[src/rtl/mips_fetch_pkg.sv]
// Purpose: shared types and constants for the instruction-fetch / PC unit.
// Latency: n/a (declarations only).
// Backpressure: n/a.
package mips_fetch_pkg;

    localparam logic [31:0] DEFAULT_RESET_PC = 32'h0040_0000;

    typedef enum logic [2:0] {
        IDLE    = 3'd0,
        FETCH   = 3'd1,
        HOLD    = 3'd2,
        RESOLVE = 3'd3,
        ERROR   = 3'd4
    } fetchState_t;

    typedef enum logic [1:0] {
        SEQ = 2'd0,
        BR  = 2'd1,
        J   = 2'd2,
        JR  = 2'd3
    } nextPcSel_t;

    // Redirect priority: register jump beats direct jump beats taken branch.
    function automatic nextPcSel_t selectNextPc(input logic jumpReg,
                                                input logic jump,
                                                input logic branchCond);
        if (jumpReg)         return JR;
        else if (jump)       return J;
        else if (branchCond) return BR;
        else                 return SEQ;
    endfunction

endpackage

[src/rtl/next_pc_calc.sv]
// Purpose: combinational next-PC resolution (sequential, branch, jump, jr).
// Latency: 0 cycles, purely combinational.
// Backpressure: none; outputs only used when the owner commits a resolve.
module next_pc_calc
    import mips_fetch_pkg::*;
#(
    parameter int DATA_WIDTH = 32
) (
    input  logic [DATA_WIDTH-1:0] pc,
    input  logic                  jump,
    input  logic                  branchEn,
    input  logic                  branchType,
    input  logic                  jumpReg,
    input  logic                  zero,
    input  logic [DATA_WIDTH-1:0] branchOffset,
    input  logic [25:0]           jumpTarget,
    input  logic [DATA_WIDTH-1:0] regJumpAddr,
    output logic [DATA_WIDTH-1:0] nextPc,
    output logic                  taken,
    output logic                  misaligned
);

    logic [DATA_WIDTH-1:0] pcPlus4;
    logic                  branchCond;
    nextPcSel_t            sel;

    // Pick the redirect source and form its target address.
    always_comb begin
        pcPlus4    = pc + DATA_WIDTH'(4);
        branchCond = branchEn & (branchType ? zero : ~zero);
        sel        = selectNextPc(jumpReg, jump, branchCond);
        nextPc     = pcPlus4;
        taken      = 1'b0;
        misaligned = 1'b0;
        case (sel)
            JR: begin
                nextPc     = regJumpAddr;
                taken      = 1'b1;
                misaligned = |regJumpAddr[1:0];
            end
            J: begin
                nextPc = {pcPlus4[DATA_WIDTH-1:28], jumpTarget, 2'b00};
                taken  = 1'b1;
            end
            BR: begin
                // Offset is in words; the add wraps silently.
                nextPc = pcPlus4 + (branchOffset << 2);
                taken  = 1'b1;
            end
            default: ;
        endcase
    end

endmodule

[src/rtl/fetch_pc_unit.sv]
// Purpose: PC owner and single-outstanding instruction fetch; optional perf counters via FETCH_PERF_CNT_EN.
// Latency: IDLE->FETCH 1 cycle; Instr registered the cycle after ImemReady; PC updates on the resolve edge.
// Backpressure: Instr held in HOLD until InstrAccept; RESOLVE waits for ResolveValid; ERROR is terminal until reset.
module fetch_pc_unit
    import mips_fetch_pkg::*;
#(
    parameter int                    DATA_WIDTH = 32,
    parameter logic [DATA_WIDTH-1:0] RESET_PC   = DATA_WIDTH'(DEFAULT_RESET_PC),
    parameter int                    MAX_WAIT   = 15
) (
    input  logic                  clk,
    input  logic                  reset,
    input  logic                  Jump,
    input  logic                  BranchEn,
    input  logic                  BranchType,
    input  logic                  JumpReg,
    input  logic                  Zero,
    input  logic                  ResolveValid,
    input  logic [DATA_WIDTH-1:0] BranchOffset,
    input  logic [25:0]           JumpTarget,
    input  logic [DATA_WIDTH-1:0] RegJumpAddr,
    output logic                  ImemReq,
    output logic [DATA_WIDTH-1:0] ImemAddr,
    input  logic                  ImemReady,
    input  logic [DATA_WIDTH-1:0] ImemData,
    output logic [DATA_WIDTH-1:0] Instr,
    output logic                  InstrValid,
    input  logic                  InstrAccept,
    output logic [DATA_WIDTH-1:0] PC,
    output logic [DATA_WIDTH-1:0] PCPlus4,
    output logic                  BranchTaken,
    output logic                  FetchError
`ifdef FETCH_PERF_CNT_EN
    ,
    output logic [DATA_WIDTH-1:0] FetchCount,
    output logic [DATA_WIDTH-1:0] TakenCount
`endif
);

    fetchState_t           state, nextState;
    logic [7:0]            waitCnt;
    logic                  loadInstr, clrValid, resolveNow, timeout;
    logic [DATA_WIDTH-1:0] nextPc;
    logic                  redirect, misaligned;

    next_pc_calc #(.DATA_WIDTH(DATA_WIDTH)) uNextPc (
        .pc           (PC),
        .jump         (Jump),
        .branchEn     (BranchEn),
        .branchType   (BranchType),
        .jumpReg      (JumpReg),
        .zero         (Zero),
        .branchOffset (BranchOffset),
        .jumpTarget   (JumpTarget),
        .regJumpAddr  (RegJumpAddr),
        .nextPc       (nextPc),
        .taken        (redirect),
        .misaligned   (misaligned)
    );

    assign ImemAddr = PC;
    assign PCPlus4  = PC + DATA_WIDTH'(4);

    // State register.
    always_ff @(posedge clk or posedge reset) begin
        if (reset) state <= IDLE;
        else       state <= nextState;
    end

    // Next-state and per-cycle control strobes.
    always_comb begin
        nextState  = state;
        ImemReq    = 1'b0;
        loadInstr  = 1'b0;
        clrValid   = 1'b0;
        resolveNow = 1'b0;
        timeout    = 1'b0;
        case (state)
            IDLE: nextState = FETCH;
            FETCH: begin
                ImemReq = 1'b1;
                if (ImemReady) begin
                    loadInstr = 1'b1;
                    nextState = HOLD;
                end else if (waitCnt == 8'(MAX_WAIT - 1)) begin
                    // This is the MAX_WAIT-th consecutive cycle without data.
                    timeout   = 1'b1;
                    nextState = ERROR;
                end
            end
            HOLD: begin
                if (InstrAccept) begin
                    clrValid = 1'b1;
                    if (ResolveValid) begin
                        resolveNow = 1'b1;
                        nextState  = misaligned ? ERROR : FETCH;
                    end else begin
                        nextState = RESOLVE;
                    end
                end
            end
            RESOLVE: begin
                if (ResolveValid) begin
                    resolveNow = 1'b1;
                    nextState  = misaligned ? ERROR : FETCH;
                end
            end
            ERROR: ;
            default: nextState = IDLE;
        endcase
    end

    // Datapath registers: PC, instruction latch, wait counter, status flags.
    always_ff @(posedge clk or posedge reset) begin
        if (reset) begin
            PC          <= RESET_PC;
            Instr       <= '0;
            InstrValid  <= 1'b0;
            BranchTaken <= 1'b0;
            FetchError  <= 1'b0;
            waitCnt     <= '0;
        end else begin
            BranchTaken <= 1'b0;
            if (loadInstr) begin
                Instr      <= ImemData;
                InstrValid <= 1'b1;
            end
            if (clrValid) InstrValid <= 1'b0;
            if (state == FETCH && !ImemReady) waitCnt <= waitCnt + 8'd1;
            else                              waitCnt <= '0;
            if (timeout) FetchError <= 1'b1;
            if (resolveNow) begin
                if (misaligned) begin
                    FetchError <= 1'b1;
                end else begin
                    PC          <= nextPc;
                    BranchTaken <= redirect;
                end
            end
        end
    end

`ifdef FETCH_PERF_CNT_EN
    // Saturating counts of completed fetches and redirects.
    always_ff @(posedge clk or posedge reset) begin
        if (reset) begin
            FetchCount <= '0;
            TakenCount <= '0;
        end else begin
            if (loadInstr && FetchCount != '1) FetchCount <= FetchCount + 1'b1;
            if (resolveNow && !misaligned && redirect && TakenCount != '1)
                TakenCount <= TakenCount + 1'b1;
        end
    end
`else
    // Performance counters not built in this configuration.
`endif

endmodule

[config.mk]
export PLATFORM = sky130hd
export DESIGN_NAME = fetch_pc_unit
export DESIGN_NICKNAME = d
export VERILOG_FILES = /design/src/rtl/mips_fetch_pkg.sv /design/src/rtl/next_pc_calc.sv /design/src/rtl/fetch_pc_unit.sv
export SDC_FILE = /design/constraint.sdc
export NUM_CORES = 1
export LEC_CHECK = 0
export CAP_MARGIN = 15
export CORE_UTILIZATION = 45
export DETAILED_ROUTE_END_ITERATION = 10
export PLACE_DENSITY = 0.83
export SYNTH_ARGS = -nofsm -noshare
export SYNTH_HDL_FRONTEND = slang
export SYNTH_SLANG_ARGS = --single-unit
export TNS_END_PERCENT = 20
[constraint.sdc]
create_clock -name clk -period 5.35 [get_ports clk]
set_clock_uncertainty 0.15 [all_clocks]
set_input_delay 1.07 -clock clk [delete_from_list [all_inputs] [get_ports clk]]
set_output_delay 1.07 -clock clk [all_outputs]
set_load 0.005 [all_outputs]
## After elaboration in Yosys (flattened, before gate mapping)

Cells that the tools add are included.

- Reductions and logical operators: 8
- Equality and inequality tests: 11
- Muxes and demuxes: 33
- $add $sub $neg: 3
- Bitwise gates (word level): 4

Operator list:

| operator | count |
|---|---|
| 32-bit case mux with 3 select lines | 1 |
| 32-bit by 3-bit adder with 32-bit output (second input constant) | 1 |
| 32-bit adder | 1 |
| 1-bit two-way mux | 21 |
| 3-bit two-way mux | 6 |
| 3-bit case mux with 5 select lines | 1 |
| 8-bit by 1-bit adder with 8-bit output (second input constant) | 1 |
| 8-bit by 4-bit == test with 1-bit output (second input constant) | 1 |
| 8-bit two-way mux | 1 |
| 3-bit by 2-bit == test with 1-bit output (second input constant) | 2 |
| 2-bit == test (second input constant) | 2 |
| 2-bit two-way mux | 2 |
| 2-bit != test (second input constant) | 2 |
| 4-bit AND reduction | 1 |
| 3-bit by 1-bit == test with 1-bit output (second input constant) | 1 |
| 3-bit == test (second input constant) | 1 |
| 3-bit logical NOT | 1 |
| 3-bit != test (second input constant) | 1 |
| 1-bit NOT | 3 |
| 3-bit OR reduction | 1 |
| 2-bit by 1-bit == test with 1-bit output (second input constant) | 1 |
| 1-bit case mux with 2 select lines | 1 |
| 2-bit AND reduction | 1 |
| 2-bit nonzero test | 1 |
| 4 further kinds | 4 |

- Logic and storage cells: 66
- Input port bits: 132
- Register bits: 78
- Output and inout port bits: 132

## Longest topological paths before layout

Gate-level depths: netlist of the first run.

- Depth in word-level cells: 12
- Mapped depth: 15
- Gate-level depth less buffers: 14

## Cells and area by module

From an unflattened synthesis of the first run, not the netlist that was laid out.

- Cell total of the unflattened synthesis: 739
- Area total of the unflattened synthesis: 6,672.6 sq um

By module, submodules not included:

| module | times used | seq. area each (sq um) | area an instance (sq um) | cells each |
|---|---|---|---|---|
| fetch_pc_unit | 1 | 1,953.1 | 3,897.5 | 325 |
| next_pc_calc | 1 | 0.0 | 2,775.2 | 414 |

## Worst setup path after synthesis of the first run

Ideal clock, no wire load.

- Kind: flip-flop to flip-flop
- Start point: register PC[2] (netlist: ImemAddr[2])
- End point: register PC[31] (netlist: ImemAddr[31])
- Data arrival time: 3.617 ns
- Clock period less this slack: 3.832 ns
- Buffers on the path: 1
- Data required time: 5.135 ns
- Stages on the path, launching flop included: 16
- Path slack: 1.518 ns
- Library setup time: 0.065 ns
- Cells stage by stage: dfrtp_1 -> ha_1 -> nand3_1 -> or2_1 -> nor3_2 -> and3_1 -> xor2_1 -> ha_1 -> clkbuf_1 -> a21oi_1 -> o21ai_0 -> o31ai_1 -> a21oi_2 -> a41o_1 -> a2111oi_0 -> or2_1

- Longest elaborated chain between the ends: 3

RTL lines:

| element | RTL line | source |
|---|---|---|
| start, declared | fetch_pc_unit.sv:29 | `output logic [DATA_WIDTH-1:0] PC,` |
| start signal, assigned | fetch_pc_unit.sv:136 | `PC <= nextPc;` |
| 32-bit by 3-bit adder with 32-bit output | - |  |
| named net PCPlus4[22] | fetch_pc_unit.sv:30 | `output logic [DATA_WIDTH-1:0] PCPlus4,` |
| 32-bit adder | next_pc_calc.sv:47 | `nextPc = pcPlus4 + (branchOffset << 2);` |
| 32-bit case mux with 3 select lines | next_pc_calc.sv:35 | `case (sel)` |

The timed path passes the listed nets, and every way through them passes these cells.
A chain may end at the register's enable or synchronous reset.

## Final worst setup path of the first run

- Start point: register PC[10] (netlist: ImemAddr[10])
- End point: register PC[30] (netlist: ImemAddr[30])

- Longest elaborated chain between the ends: 3

RTL lines:

| element | RTL line | source |
|---|---|---|
| 32-bit by 3-bit adder with 32-bit output * | next_pc_calc.sv:29 | `pcPlus4 = pc + DATA_WIDTH'(4);` |
| 32-bit adder | next_pc_calc.sv:47 |  |
| 32-bit case mux with 3 select lines * | next_pc_calc.sv:35 |  |

Mark *: on every way between the ends. The rest lies on a longest branch, timed or not.

==> results of run 1 <==
[cells by family after synthesis]
group / count (synthesis)
XOR/XNOR: 49
multiplexers: 43
flip-flops: 78
AO/OA/AOI/OAI: 210
AND/OR/NAND/NOR: 260
adder cells (fa/ha/maj): 37
buffers and inverters: 83
[cell usage in the layout, fill, tap and decap left out, types with 10 or more instances in the layout]
cell type | synthesis | final
a221oi_1 | 11 | 11
nor2_1 | 71 | 70
clkdlybuf4s50_1 | 0 | 260
mux2_2 | 32 | 32
o21ai_1 | 32 | 32
xnor2_1 | 27 | 27
dfrtp_1 | 77 | 77
nand3_1 | 33 | 33
ha_1 | 36 | 36
and3_1 | 13 | 13
inv_1 | 13 | 12
nor3_1 | 19 | 19
xor2_1 | 21 | 21
nand4_1 | 11 | 11
a21oi_1 | 43 | 43
buf_4 | 34 | 10
nand2_1 | 61 | 61
o21ai_0 | 27 | 27
[registers in the layout (all words and copies together), names as in the netlist]
name / count
FetchError: 1
InstrValid: 1
Instr: 32
waitCnt: 8
state: 3
BranchTaken: 1
ImemAddr: 32
[routing by layer]
layer	share of wire, %	vias up	GRT usage, %
met3	9.8	50	6.459
met5	0	-	0
li1	-	3210	-
met4	3.5	0	13.49
met1	41	3251	40.01
met2	46	389	48.95
[per-stage QoR]
| step | power (mW) | util, % | setup WS (ns) | hold WS, ns | cells |
|---|---|---|---|---|---|
| 2_1_floorplan | 2.750 | - | 1.518 | 0.2962 | 760 |
| 3_3_place_gp | 4.036 | 64.43 | 1.074 | 0.3032 | 1144 |
| 3_5_place_dp | 4.079 | 64.43 | 1.054 | 0.3093 | 1144 |
| 4_1_cts | 4.721 | 66.56 | 1.056 | 0.3359 | 1160 |
| 5_1_grt | 5.073 | 66.56 | 0.6254 | 0.3515 | 1160 |
| 6_report | 4.753 | 66.56 | 0.9904 | 0.3402 | 1160 |
[path summary, 6_finish.rpt]
check / startpoint / endpoint / slack, ns / depth (start not counted)
worst min-delay path: Instr[10] / Instr[10] / 0.34 / 1
min in group asynchronous: reset / ImemAddr[1] / 1.23 / 3
worst max register to register: ImemAddr[10] / ImemAddr[30] / 0.99 / 13
worst min register to register: Instr[10] / Instr[10] / 0.34 / 1
max in group asynchronous: reset / ImemAddr[31] / 3.16 / 3
worst max-delay path: ImemAddr[10] / ImemAddr[30] / 0.99 / 13
[area by class of cell]
class,count,area [um^2]
multi-input combinational,599,4091
inverter,16,60.06
timing repair buffer,271,2683
tap,180,225.2
fill,1137,4678
clock buffer,9,225.2
sequential,78,1953
clock inverter,7,72.57
[critical path: stages (launching register included)]
cell and delay [ns]:
dfrtp_1 0.53, and4_4 0.31, nand4_1 0.25, or3_1 0.53, nor2_1 0.14, xor2_1 0.30, ha_1 0.43, a21oi_1 0.37
o211ai_1 0.23, a211oi_1 0.36, o21ai_1 0.14, mux2_2 0.23, o31ai_1 0.06, a31o_1 0.20
[where the power goes]
group | switching (mW) | internal (mW)
Clock | 0.294 | 0.330
Combinational | 1.36 | 1.60
Sequential | 0.332 | 0.842
==> impl_metrics.py, run 1 <==
metrics = {
    "setup_path": {
        "worst_setup_path_end_kind": "flip-flop",
        "cp.required_ns": 5.44,
        "worstPathMaxFanout": 10,
        "critPathKind": "reg -> reg",
        "crit_arrival_ns": 4.44,
        "cp-start-kind": "flip-flop",
    },
    "clocking": {
        "cts_resized": 0,
        "htree_levels": 3,
        "clock_path_buffers": 2,
        "clkTransAtPathRegs_ns": 0.07,
        "ctsHoldBuffers": 0,
        "numClockSinks": 78,
        "clockRootBuffer": "clkbuf_16",
        "cts_tree": "done",
        "clock_latency_ns": 0.35,
        "cts_setup_buffers": 0,
        "numCtsBuffers": 9,
    },
    "floorplanning": {
        "num_rows": 43,
        "die_x_um": 122.3,
        "core_um2": 13990,
        "die_area_um2": 14950,
        "initial_core_util_pct": 46.54,
        "ios": 264,
        "die_h_um": 122.3,
    },
    "min_path": {
        "hold_path_class": "reg -> reg",
    },
    "power": {
        "power.density_nw_per_um2": 510.6,
        "p_leak_nw": 3.765,
        "vdd_drop_max_mv": 0.3057,
    },
    "logic_synthesis": {
        "synth_simple_gate_area_share_pct": 20.10,
        "synth_cell_type_count": 86,
        "synth_common_cells": "dfrtp_1, nor2_1, nand2_1",
        "syn_nets": 929,
        "ys_async_sr_fraction_pct": 100.0,
        "synth_compound_area_share_pct": 21.33,
        "synth_most_common_cell": "dfrtp_1",
        "synthDominantCellAreaShare_pct": 29.60,
        "synthFlopType": "dfrtp_1",
        "synthXorXnorAreaFrac_pct": 6.804,
        "synth.largest_area_cell": "dfrtp_1",
        "synth_edf_count": 0,
        "yosysSeqAreaShare_pct": 30.00,
        "synth-seq-cells": 78,
        "synth_mux_area_share_pct": 7.342,
        "synth_top_family_by_area": "compound AO/OA/AOI/OAI gates",
        "avgSynthCellArea_um2": 8.566,
        "synthCells": 760,
        "syn-cell-area_um2": 6510,
        "synth_area_leaders": "dfrtp_1, ha_1, mux2_2, nor2_1, buf_4",
        "ys_warn_count": 0,
        "synthAdderAreaFrac_pct": 7.227,
    },
    "global_route": {
        "grt-ovfl-total": 0,
        "antenna_found_initial": 0,
        "grtUsageTotal_pct": 30.70,
        "grt_pass1_wl_mm": 34.80,
        "first_global_vias": 6432,
        "grt_max_degree": 79,
    },
    "timing": {
        "period_minus_slack_ns": 4.360,
        "worst_pin_slew_ns": 1.029,
        "rsz0062_at_grt": "no",
        "slew-limit-headroom_pct": 31.40,
        "slew_violations": 0,
        "hold_viol": 0,
        "tns_ns": 0,
        "max_freq_mhz": 229.4,
        "setup_viol": 0,
        "fin_crit_sh_pct": 81.49,
    },
    "placed_design": {
        "post-dp-hpwl_mm": 17.71,
        "placed_area_um2": 9012,
        "io_buffer_count": 261,
        "place_congestion": 0.9948,
    },
    "detailed_routing": {
        "wl_mm": 22.90,
        "first_pass_iters": 7,
        "first_iter_violations": 877,
        "drc": 0,
        "vias": 6900,
        "wl_per_cell_um": 19.74,
        "ant_nets": 0,
        "via_per_inst": 5.948,
    },
    "layout": {
        "drive_above_1_share_pct": 8.367,
        "areaGrowthSynthToFinish_pct": 43.01,
        "antenna_cells": 0,
        "final_cell_area_um2": 9310,
        "fin_nets": 1144,
    },
    "run_status": {
        "status": "completed",
    },
    "job": {
        "max_cap_violations": 0,
    },
}
Power figures use the tool's default switching activity.
==> run 2: changes to the inputs <==
==> constraint.sdc (replaced) <==
create_clock -name clk -period 4.2 [get_ports clk]
set_clock_uncertainty 0.15 [all_clocks]
set_input_delay 0.84 -clock clk [delete_from_list [all_inputs] [get_ports clk]]
set_output_delay 0.84 -clock clk [all_outputs]
set_load 0.005 [all_outputs]
==> run 2 against run 1 <==
Against the previous run: core utilization increased by 1.9 points; largest power group unchanged; cell count grew 2.6%; largest cell class unchanged; total power grew 31%; critical path depth shrank 6; setup slack worse by 0.78 ns; sequential share of layout area shrank 0.56 points; combinational power up 36%; register-to-register slack got worse by 0.77 ns; count of clock-buffer cells in the layout unchanged; critical path type is now reg -> out.
==> impl_metrics.py, run 2 (same netlist as run 1, synthesis figures left out) <==
metrics = {
    "global_route": {
        "grt_max_degree": 50,
        "antenna_found_initial": 0,
        "grt_use_met2_pct": 52.32,
        "grtUsageTotal_pct": 32.28,
        "grt_pass1_wl_mm": 36.38,
        "gr-usage-met1_pct": 42.22,
        "grt.busiest_layer": "met2",
        "grt-ovfl-total": 0,
        "use_met3_pct": 5.809,
        "first_global_vias": 6750,
    },
    "layout": {
        "fin_nets": 1174,
        "drive_above_1_share_pct": 11.49,
        "final_cell_area_um2": 9570,
        "final_cell_mix": "clkdlybuf4s50_1, dfrtp_1, nor2_1",
        "final_common_cell": "clkdlybuf4s50_1",
        "areaGrowthSynthToFinish_pct": 47.01,
        "antenna_cells": 0,
        "final_cells": 1190,
    },
    "placed_design": {
        "place_congestion": 0.9650,
        "post-dp-hpwl_mm": 18.77,
        "dp_cells": 1174,
        "placed_area_um2": 9275,
        "io_buffer_count": 261,
    },
    "clocking": {
        "clkTransAtPathRegs_ns": 0.07,
        "cts_tree": "done",
        "numCtsBuffers": 9,
        "clockRootBuffer": "clkbuf_16",
        "clock_path_buffers": 2,
        "htree_levels": 3,
        "numClockSinks": 78,
        "ctsHoldBuffers": 0,
        "clock_latency_ns": 0.36,
    },
    "timing": {
        "rsz0062_at_grt": "yes",
        "worst_pin_slew_ns": 0.8825,
        "setup_viol": 0,
        "hold_viol": 0,
        "whs_ns": 0.3242,
        "fin_crit_sh_pct": 94.98,
        "slew_violations": 0,
        "period_minus_slack_ns": 3.989,
        "max_freq_mhz": 250.7,
        "slew-limit-headroom_pct": 41.17,
    },
    "setup_path": {
        "slowest_stage": "clkdlybuf4s50_1",
        "crit_chain": "and4_4 -> nand4_1 -> nor3_2 -> buf_4 -> nand3_1 -> xnor2_1 -> clkdlybuf4s50_1",
        "crit_family": "simple AND/OR/NAND/NOR gates",
        "worstSetupPathDepth": 7,
        "cp.required_ns": 3.21,
        "cp_num_buf_inv": 2,
        "reg2reg_slack_ns": 0.22,
        "worst_setup_path_end_kind": "output port",
        "rr_worst_depth": 13,
        "cp-start-kind": "flip-flop",
        "crit_arrival_ns": 3.00,
        "r2r-end": "ImemAddr[30]",
        "critPathKind": "reg -> out",
        "crit_start": "ImemAddr[11]",
        "r2r_start": "ImemAddr[11]",
        "max_stage_delay_ns": 0.56,
        "worstPathMaxFanout": 7,
    },
    "min_path": {
        "hold_path_class": "reg -> reg",
        "min_path_cells": 1,
        "min_delay_worst_endpoint": "FetchError",
        "hold_start": "FetchError",
    },
    "detailed_routing": {
        "wl_mm": 23.86,
        "ant_nets": 0,
        "vias": 7075,
        "first_iter_violations": 738,
        "first_pass_iters": 5,
        "via_per_inst": 5.945,
        "wl_per_cell_um": 20.05,
        "drc": 0,
    },
    "floorplanning": {
        "die_h_um": 122.3,
        "ios": 264,
        "die_area_um2": 14950,
        "initial_core_util_pct": 46.54,
        "die_x_um": 122.3,
        "core_um2": 13990,
        "num_rows": 43,
    },
    "power": {
        "power.density_nw_per_um2": 650.5,
        "p_leak_nw": 3.919,
        "vdd_drop_max_mv": 0.4264,
    },
    "run_status": {
        "status": "completed",
    },
    "job": {
        "max_cap_violations": 0,
    },
}
run 2: through the flow:
step | power (mW) | worst slack, ns | setup TNS (ns) | util (%)
after floorplan | 3.503 | 0.3682 | 0 | -
after global placement | 5.288 | 0.2971 | 0 | 66.31
after detailed placement | 5.365 | 0.2181 | 0 | 66.31
after CTS | 6.154 | 0.1143 | 0 | 68.31
after global routing | 6.612 | -0.002265 | -0.002265 | 68.42
final | 6.226 | 0.2110 | 0 | 68.42
run 2: power by group:
group	internal, mW	leakage, nW	switching, mW	total (mW)
Sequential	1.07	0.947	0.344	1.42
Clock	0.408	0.138	0.363	0.771
Combinational	2.17	2.83	1.87	4.04
run 2: timing repair:
item / in CTS / in global routing
resized for setup: 0 / 4
endpoints found under the setup margin: 0 / 4
buffers inserted: 0 / 0
endpoints found under the hold margin: 0 / 0
run 2: layout make-up:
| cell class | instances | area, um^2 |
|---|---|---|
| fillers | 1168 | 4418 |
| multi-input cells | 599 | 4105 |
| repair buffers | 301 | 2945 |
| flip-flops and latches | 78 | 1954 |
| clock buffers | 9 | 225.2 |
| well taps | 180 | 225.2 |
| inverters | 16 | 60.06 |
| clock inverters | 7 | 55.05 |
run 2: how the worst max path moves through the flow:
stage | to
floorplan | ImemAddr[31]
global placement | ImemAddr[30]
detailed placement | ImemAddr[29]
CTS | PCPlus4[30]
global route | ImemAddr[31]
finish | PCPlus4[30]
run 2: metal layers:
metal / part of all wire [%] / wire length, um
met2: 47 / 11200
met5: 0 / 0
met1: 41 / 9810
met4: 3.3 / 785
met3: 8.6 / 2061
